===== src/rtl/snitch_shared_acc_mux.sv =====
// Shared accelerator port mux for a group of Snitch cores.
// Round-robin request merge with credits; hart-ID based response demux.
package snitch_shared_acc_pkg;

    typedef struct packed {
        logic [31:0] addr;
        logic [4:0]  id;
        logic [31:0] data_op;
        logic [63:0] data_arga;
        logic [63:0] data_argb;
        logic [63:0] data_argc;
    } acc_req_t;

    typedef struct packed {
        logic [5:0]  hart_id;
        logic [31:0] addr;
        logic [4:0]  id;
        logic [31:0] data_op;
        logic [63:0] data_arga;
        logic [63:0] data_argb;
        logic [63:0] data_argc;
    } sh_acc_req_t;

    typedef struct packed {
        logic [4:0]  id;
        logic        error;
        logic [63:0] data;
    } acc_resp_t;

    typedef struct packed {
        logic [5:0]  hart_id;
        logic [4:0]  id;
        logic        error;
        logic [63:0] data;
    } sh_acc_resp_t;

endpackage

module snitch_shared_acc_mux
    import snitch_shared_acc_pkg::*;
#(
    parameter int unsigned NrCores        = 4,
    parameter int unsigned HartIdBase     = 0,
    parameter int unsigned MaxOutstanding = 4
) (
    input  logic               clk_i,
    input  logic               rst_ni,
    input  acc_req_t           core_req_i [NrCores],
    input  logic [NrCores-1:0] core_req_valid_i,
    output logic [NrCores-1:0] core_req_ready_o,
    output acc_resp_t          core_resp_o [NrCores],
    output logic [NrCores-1:0] core_resp_valid_o,
    input  logic [NrCores-1:0] core_resp_ready_i,
    output sh_acc_req_t        acc_req_o,
    output logic               acc_req_valid_o,
    input  logic               acc_req_ready_i,
    input  sh_acc_resp_t       acc_resp_i,
    input  logic               acc_resp_valid_i,
    output logic               acc_resp_ready_o,
    output logic               unexpected_resp_o
);

    localparam int unsigned CntW = $clog2(MaxOutstanding + 1);
    localparam int unsigned IdxW = (NrCores > 1) ? $clog2(NrCores) : 1;

    logic [CntW-1:0]    cnt_q [NrCores];
    logic [CntW-1:0]    cnt_d [NrCores];
    logic [IdxW-1:0]    rr_q, rr_d;
    logic               out_valid_q, out_valid_d;
    sh_acc_req_t        out_q, out_d;
    logic               unexp_q, unexp_d;

    logic [NrCores-1:0] elig;
    logic               found;
    logic [IdxW-1:0]    gnt_idx;
    logic [IdxW:0]      cand;
    logic [IdxW:0]      nxt;
    logic               slot_free;
    logic               accept;

    logic [5:0]         resp_off;
    logic               matched;
    logic [IdxW-1:0]    resp_idx;
    logic               resp_hs;

    // Eligibility: valid request and a free credit held at cycle start
    always_comb begin
        for (int i = 0; i < NrCores; i++) begin
            elig[i] = core_req_valid_i[i]
                   && (cnt_q[i] < CntW'(MaxOutstanding));
        end
    end

    // Round-robin search starting at rr_q
    always_comb begin
        found   = 1'b0;
        gnt_idx = '0;
        cand    = '0;
        for (int k = 0; k < NrCores; k++) begin
            cand = {1'b0, rr_q} + (IdxW+1)'(k);
            if (cand >= (IdxW+1)'(NrCores)) begin
                cand = cand - (IdxW+1)'(NrCores);
            end
            if (!found && elig[cand[IdxW-1:0]]) begin
                found   = 1'b1;
                gnt_idx = cand[IdxW-1:0];
            end
        end
    end

    assign slot_free = !out_valid_q || acc_req_ready_i;
    assign accept    = found && slot_free;

    // Ready only to the granted core, and only if the register can take it
    always_comb begin
        core_req_ready_o = '0;
        if (found && slot_free) begin
            core_req_ready_o[gnt_idx] = 1'b1;
        end
    end

    // Next request register contents and round-robin pointer
    always_comb begin
        out_d       = out_q;
        out_valid_d = out_valid_q;
        rr_d        = rr_q;
        nxt         = {1'b0, gnt_idx} + (IdxW+1)'(1);
        if (accept) begin
            out_d.hart_id   = 6'(HartIdBase) + 6'(gnt_idx);
            out_d.addr      = core_req_i[gnt_idx].addr;
            out_d.id        = core_req_i[gnt_idx].id;
            out_d.data_op   = core_req_i[gnt_idx].data_op;
            out_d.data_arga = core_req_i[gnt_idx].data_arga;
            out_d.data_argb = core_req_i[gnt_idx].data_argb;
            out_d.data_argc = core_req_i[gnt_idx].data_argc;
            out_valid_d     = 1'b1;
            if (nxt >= (IdxW+1)'(NrCores)) begin
                rr_d = '0;
            end else begin
                rr_d = nxt[IdxW-1:0];
            end
        end else if (acc_req_ready_i) begin
            out_valid_d = 1'b0;
        end
    end

    assign acc_req_o       = out_q;
    assign acc_req_valid_o = out_valid_q;

    // Response demux by hart ID offset (wraps modulo 64)
    assign resp_off = acc_resp_i.hart_id - 6'(HartIdBase);
    assign matched  = resp_off < 6'(NrCores);
    assign resp_idx = resp_off[IdxW-1:0];

    // Route valid/ready to the addressed core; drop unmatched responses
    always_comb begin
        core_resp_valid_o = '0;
        acc_resp_ready_o  = 1'b1;
        if (matched) begin
            core_resp_valid_o[resp_idx] = acc_resp_valid_i;
            acc_resp_ready_o = core_resp_ready_i[resp_idx];
        end
    end

    // Payload is broadcast; only the valid bit selects the core
    always_comb begin
        for (int i = 0; i < NrCores; i++) begin
            core_resp_o[i].id    = acc_resp_i.id;
            core_resp_o[i].error = acc_resp_i.error;
            core_resp_o[i].data  = acc_resp_i.data;
        end
    end

    assign resp_hs = acc_resp_valid_i && acc_resp_ready_o && matched;

    // Credit update and unexpected-response detection
    always_comb begin
        unexp_d = acc_resp_valid_i && !matched;
        if (resp_hs && (cnt_q[resp_idx] == '0)) begin
            unexp_d = 1'b1;
        end
        for (int i = 0; i < NrCores; i++) begin
            logic inc, dec;
            inc = accept && (gnt_idx == IdxW'(i));
            dec = resp_hs && (resp_idx == IdxW'(i))
               && (cnt_q[i] != '0);
            cnt_d[i] = cnt_q[i];
            if (inc && !dec) begin
                cnt_d[i] = cnt_q[i] + CntW'(1);
            end else if (dec && !inc) begin
                cnt_d[i] = cnt_q[i] - CntW'(1);
            end
        end
    end

    assign unexpected_resp_o = unexp_q;

    // State registers
    always_ff @(posedge clk_i or negedge rst_ni) begin
        if (!rst_ni) begin
            out_q       <= '0;
            out_valid_q <= 1'b0;
            rr_q        <= '0;
            unexp_q     <= 1'b0;
            for (int i = 0; i < NrCores; i++) begin
                cnt_q[i] <= '0;
            end
        end else begin
            out_q       <= out_d;
            out_valid_q <= out_valid_d;
            rr_q        <= rr_d;
            unexp_q     <= unexp_d;
            for (int i = 0; i < NrCores; i++) begin
                cnt_q[i] <= cnt_d[i];
            end
        end
    end

endmodule


===== config.mk =====
export PLATFORM = sky130hd
export DESIGN_NAME = snitch_shared_acc_mux
export DESIGN_NICKNAME = d
export VERILOG_FILES = /design/src/rtl/snitch_shared_acc_mux.sv
export SDC_FILE = /design/constraint.sdc
export NUM_CORES = 1
export LEC_CHECK = 0
export BUFFER_PORTS_ARGS = -buffer_cell sky130_fd_sc_hd__buf_4
export CAP_MARGIN = 20
export CORE_AREA = 8 8 643 645
export CTS_CLUSTER_SIZE = 25
export DETAILED_ROUTE_END_ITERATION = 10
export DIE_AREA = 0 0 651 653
export REMOVE_ABC_BUFFERS = 1
export SLEW_MARGIN = 15
export SYNTH_ARGS = -nofsm -noshare
export SYNTH_HDL_FRONTEND = slang
export SYNTH_SLANG_ARGS = --single-unit

===== constraint.sdc =====
create_clock -name clk_i -period 3.9 [get_ports clk_i]
set_input_delay 0.78 -clock clk_i [delete_from_list [all_inputs] [get_ports clk_i]]
set_output_delay 0.78 -clock clk_i [all_outputs]
set_load 0.02 [all_outputs]

==> flow_metrics.tcl, run 1 <==
set metrics [dict create \
    status "complete, no violations" \
    final-hold-violation-count 0 \
    worst_slew_pin_slew_ns 0.914 \
    layout_commonest_cell "buf_4" \
    ios 1690 \
    cap_violations 0 \
    synth_edf_count 0 \
    layout.nets 4037 \
    dr_total_vias 22600 \
    cp_top_family "simple AND/OR/NAND/NOR gates" \
    synth_simple_gate_area_share_pct 6.11 \
    syn_inst 1851 \
    slowest_stage "nor2b_1" \
    synth_seq_area_share_pct 34.4 \
    area.growth.synth_to_final_pct 81.9 \
    grt_pass1_vias 22000 \
    yosys_warnings 0 \
    place_hpwl_um 321000 \
    cp_max_fo 6 \
    drv_slew 0 \
    slew_headroom_pct 39.1 \
    powerDensity_nw_per_um2 739 \
    ir_drop_mv 0.511 \
    cts_tree "done" \
    die_h_um 653 \
    core-area_um2 404000 \
    min_path_cells 3 \
    total_leakage_power_nw 16.5 \
    die_w_um 651 \
    drive_gt1_share_pct 57.8 \
    wl_per_cell_um 42.4 \
    setup_tns_ns 0 \
    rsz0062_at_grt "no" \
    htree_levels 2 \
    dieArea_um2 425000 \
    drt_iter0_drc 1746 \
    synth_xor_area_share_pct 0.518 \
    cp.arrival_ns 2.72 \
    p_total_mw 27.3 \
    fillCellCount 46700 \
    grt_overflow 0 \
    cp_num_buf_inv 1 \
    track_usage_pct 15.8 \
    root_buffer "clkbuf_16" \
    gp_congestion 0.991 \
    critPathKind "reg2out" \
    cts_sinks 279 \
    reg2reg_depth 8 \
    cts-buffers-inserted 49 \
    path_clk_slew_ns 0.06 \
    portBuffers 1335 \
    synth_compound_area_share_pct 17.3 \
    synth.area.mux_share_pct 26.1 \
    syn_area_um2 20300 \
    fin_crit_sh_pct 89.8 \
    std_cell_rows 234 \
    reg2reg_slack_ns 0.68 \
    worstReg2RegStart "cnt_q[5]" \
    initial_core_util_pct 5.03 \
    async_flop_share_pct 100 \
    combPwrFrac_pct 62.7 \
    max_clock_freq_ghz 0.285 \
    synth_top_family_by_area "multiplexers" \
    clockPowerShare_pct 18.0 \
    r2r_end "acc_req_o[22]" \
    ant_nets 0 \
    setup_viol 0 \
    crit_path_frequent_cell "nor2b_1" \
    p_int_mw 14.1 \
    ys_ff_latch 279 \
    cpPeakStageDelay_ns 0.60 \
    insertion_delay_ns 0.72 \
    fin_skew_ns 0.0398 \
    syn_area_per_cell_um2 11.0 \
    final_cell_mix "buf_4, mux2i_1, dfrtp_1" \
    min_to "unexpected_resp_o" \
    hold_start "acc_resp_valid_i" \
    fin_crit_ns 3.50 \
    cp.required_ns 3.12 \
    pwr-share-seq_pct 19.4 \
    switchingPower_mw 13.2 \
    grt_max_degree 102 \
    antenna_found_initial 412 \
    first_pass_iters 6 \
    critPathCaptureType "primary output" \
    vias_per_cell 2.73 \
    crit_path_start_kind "register" \
    drc 0 \
    wl_um 352000 \
    grt_pass1_wl_um 403000 \
    synth_adder_area_share_pct 0.703 \
    p_sw_share_pct 48.4 \
    crit_chain "nor2b_1 -> nor4_1 -> nor2b_1 -> and3_1 -> buf_4" \
    cts_buffer_depth 3 \
    post_cts_buffers 0 \
    synth.distinct_cells 38 \
    synthFlopType "dfrtp_1" \
    hold_class "in2reg" \
]
-- state kept, by name, indices dropped and copies added (netlist names) --
signal and cells:
acc_req_o 263, acc_req_valid_o 1, cnt_q 12, rr_q 2
unexpected_resp_o 1
-- worst max path at each step --
stage / startpoint / endpoint / depth (start not counted)
2_1_floorplan: core_req_valid_i[0] / cnt_q[7] / 8
3_3_place_gp: core_req_valid_i[2] / acc_req_o[0] / 9
3_5_place_dp: core_req_valid_i[2] / acc_req_o[0] / 9
4_1_cts: cnt_q[8] / core_req_ready_o[2] / 5
5_1_grt: cnt_q[8] / core_req_ready_o[2] / 5
6_report: cnt_q[8] / core_req_ready_o[2] / 5
-- repair_timing --
action | 4_1_cts | 5_1_grt
hold endpoints to repair | 15 | 0
gates resized for setup | 0 | 0
hold buffers | 1 | 0
-- cell families after synthesis --
family | Yosys count
multiplexers | 527
AND/OR/NAND/NOR | 310
AO/OA/AOI/OAI | 274
buffers and inverters | 439
XOR/XNOR | 12
other | 1
adder cells (fa/ha/maj) | 9
flip-flops | 279
-- routing by layer --
| layer | global-route usage, % | wire length, um |
|---|---|---|
| met5 | 1.68 | 2680 |
| met3 | 12.9 | 61500 |
| met2 | 24.7 | 154000 |
| met1 | 16.3 | 123000 |
| met4 | 3.71 | 11800 |
-- stage by stage --
step                setup slack (ns)  instances  utilization (%)  instance area, um^2  hold slack, ns
floorplan                     -42.69       1422                -                17300           0.457
global placement               0.169       8154             8.68                35000           0.463
detailed placement             0.161       8154             8.68                35000           0.470
CTS                            0.261       8239             9.10                36700           0.192
global route                   0.111       8267             9.12                36800           0.273
finish                         0.396       8305             9.14                36900           0.334
-- worst min-delay path, stage by stage --
cell	delay, ns
buf_4	0.12
nand2_1	0.05
a21oi_1	0.05
-- power groups by stage --
stage / Sequential (mW) / Clock (mW) / Combinational (mW)
finish: 5.28 / 4.90 / 17.1
global route: 5.45 / 5.20 / 18.0
CTS: 5.27 / 5.17 / 17.5
detailed placement: 5.28 / 0 / 17.5
global placement: 5.29 / 0 / 17.4
floorplan: 6.75 / 0 / 5.07
-- layout make-up --
class                   count  area [um^2]  area share, %
inverters                   7         26.3         0.0712
flip-flops and latches    279         6980           18.9
clock inverters            20          283          0.766
clock buffers              64         1400           3.78
diodes                     66          165          0.448
repair buffers           1423        11000           29.9
multi-input cells        1136        10400           28.1
well taps                5310         6640           18.0
-- cell usage after synthesis (all sizes together) (2+ instances only) --
cell type | count | area [um^2]
o221ai | 261 | 3410
and3 | 4 | 25.0
buf | 399 | 2860
nor4 | 2 | 12.5
nand2 | 270 | 1020
xnor2 | 4 | 35.0
dfrtp | 279 | 6980
nor2 | 8 | 30.0
nor3 | 3 | 15.0
fa | 4 | 80.1
nor2b | 7 | 43.8
clkbuf | 33 | 124
or3 | 4 | 25.0
a221oi | 2 | 17.5
ha | 5 | 62.6
inv | 7 | 26.3
xor2 | 8 | 70.1
o21ai | 2 | 10.0
a21oi | 4 | 20.0
nand2b | 5 | 31.3
nand3 | 4 | 20.0
mux2i | 522 | 5230
mux2 | 4 | 45.0
Note: power is estimated with default switching activity, not from simulation.
==> inputs of run 2 (changes only) <==
CORE_AREA = 8 8 658 660   (was 8 8 643 645)
DIE_AREA = 0 0 666 668   (was 0 0 651 653)
clock period = 4.45 ns   (was 3.9 ns; I/O delays follow)
==> flow_metrics.tcl, run 2 (synthesis results as in run 1) <==
set metrics [dict create \
    fin_cells 8662 \
    cts_sinks 279 \
    fillCellCount 49200 \
    die_w_um 666 \
    setup_tns_ns 0 \
    antenna_found_initial 418 \
    worstReg2RegStart "cnt_q[11]" \
    cts-resized-gates 0 \
    dp_cells 8489 \
    cts_tree "done" \
    path_clk_slew_ns 0.08 \
    grt_max_degree 130 \
    die_h_um 668 \
    final-hold-violation-count 0 \
    worst_slew_pin_slew_ns 1.19 \
    drive_gt1_share_pct 57.5 \
    fin_crit_ns 3.85 \
    portBuffers 1335 \
    vias_per_cell 2.61 \
    setup_viol 0 \
    cp.arrival_ns 2.96 \
    reg2reg_depth 8 \
    layout.nets 4015 \
    first_pass_iters 6 \
    insertion_delay_ns 0.70 \
    drv_slew 0 \
    place_hpwl_um 320000 \
    initial_core_util_pct 4.81 \
    final_cell_mix "buf_4, mux2i_1, dfrtp_1" \
    fin_skew_ns 0.0291 \
    ir_drop_mv 0.312 \
    layout_commonest_cell "buf_4" \
    drc 0 \
    post_cts_buffers 0 \
    use_met3_pct 13.9 \
    busiest_layer "met2" \
    cap_violations 0 \
    placed_area_um2 35300 \
    rsz0062_at_grt "no" \
    fin_crit_sh_pct 86.6 \
    largest_reg_flops 263 \
    critPathCaptureType "primary output" \
    reg2reg_slack_ns 1.21 \
    grt_use_met2_pct 22.8 \
    critPathKind "reg2out" \
    std_cell_rows 239 \
    crit_path_start_kind "register" \
    gp_congestion 0.954 \
    cts_hold_buf 0 \
    area.growth.synth_to_final_pct 83.1 \
    ant_nets 0 \
    met1_usage_pct 15.0 \
    slew_headroom_pct 20.4 \
    max_clock_freq_ghz 0.260 \
    wl_um 351000 \
    cp_max_fo 7 \
    cp.required_ns 3.56 \
    design_area_um2 37200 \
    dieArea_um2 445000 \
    grt_pass1_wl_um 400000 \
    wl_per_cell_um 40.5 \
    grt_overflow 0 \
    dr_total_vias 22600 \
    r2r_end "acc_req_o[22]" \
    cts_buffer_depth 3 \
    multi_input_area_um2 10400 \
    cts-buffers-inserted 46 \
    status "complete, no violations" \
    track_usage_pct 15.0 \
    drt_iter0_drc 1918 \
    root_buffer "clkbuf_16" \
    hold_class "in2async" \
    total_leakage_power_nw 16.4 \
    ios 1690 \
    layout.area.seq_um2 6980 \
    core-area_um2 422000 \
    grt_pass1_vias 21600 \
    p_total_mw 23.7 \
    htree_levels 2 \
    powerDensity_nw_per_um2 637 \
]
==> run 2: changes by cell type in the layout (fill, tap and decap cells not counted), sizes merged, moves of 2 or more <==
cell | before | now
diode | 66 | 89
clkinvlp | 4 | 2
clkinv | 7 | 9
buf | 1422 | 1404
==> run 2: worst max-delay path by stage <==
stage,cells past startpoint,slack [ns],from,end
floorplan,8,-42.25,core_req_valid_i[0],cnt_q[7]
global placement,9,0.58,core_req_valid_i[2],acc_req_o[22]
detailed placement,9,0.57,core_req_valid_i[2],acc_req_o[22]
CTS,8,0.43,cnt_q[2],core_req_ready_o[3]
global route,8,0.39,cnt_q[2],core_req_ready_o[3]
finish,8,0.60,cnt_q[2],core_req_ready_o[3]
==> run 2: layout make-up <==
cell class | count | share of cell area, %
clock inverters | 20 | 0.711
multi-input cells | 1136 | 27.9
clock buffers | 64 | 3.61
diodes | 89 | 0.599
inverters | 7 | 0.0707
repair buffers | 1404 | 29.3
flip-flops and latches | 279 | 18.8
well taps | 5663 | 19.1
==> run 2: stage by stage <==
step / setup WS [ns] / hold slack [ns] / utilization, %
after floorplan: -42.25 / 0.457 / -
after global placement: 0.584 / 0.463 / 8.37
after detailed placement: 0.569 / 0.465 / 8.37
after CTS: 0.427 / 0.142 / 8.75
after global routing: 0.393 / 0.170 / 8.77
final: 0.598 / 0.184 / 8.80
==> run 2: where the power goes <==
part           internal, mW  switching [mW]
sequential             3.82           0.865
combinational          5.88            8.94
clock                  2.39            1.77
total                  12.1            11.6
==> run 2: routing by layer <==
layer,share of wire (%),up-vias
met3,19,843
met2,43,1993
met5,0.89,-
met1,34,10800
met4,3.1,252
li1,-,8766
==> run 2: worst max-delay path: stages, from the launching register on <==
cell      delay [ns]
dfrtp_1         0.41
nand2b_1        0.21
a221oi_1        0.43
o22ai_4         0.18
buf_12          0.19
inv_1           0.08
ha_1            0.13
and2_1          0.32
buf_4           0.30
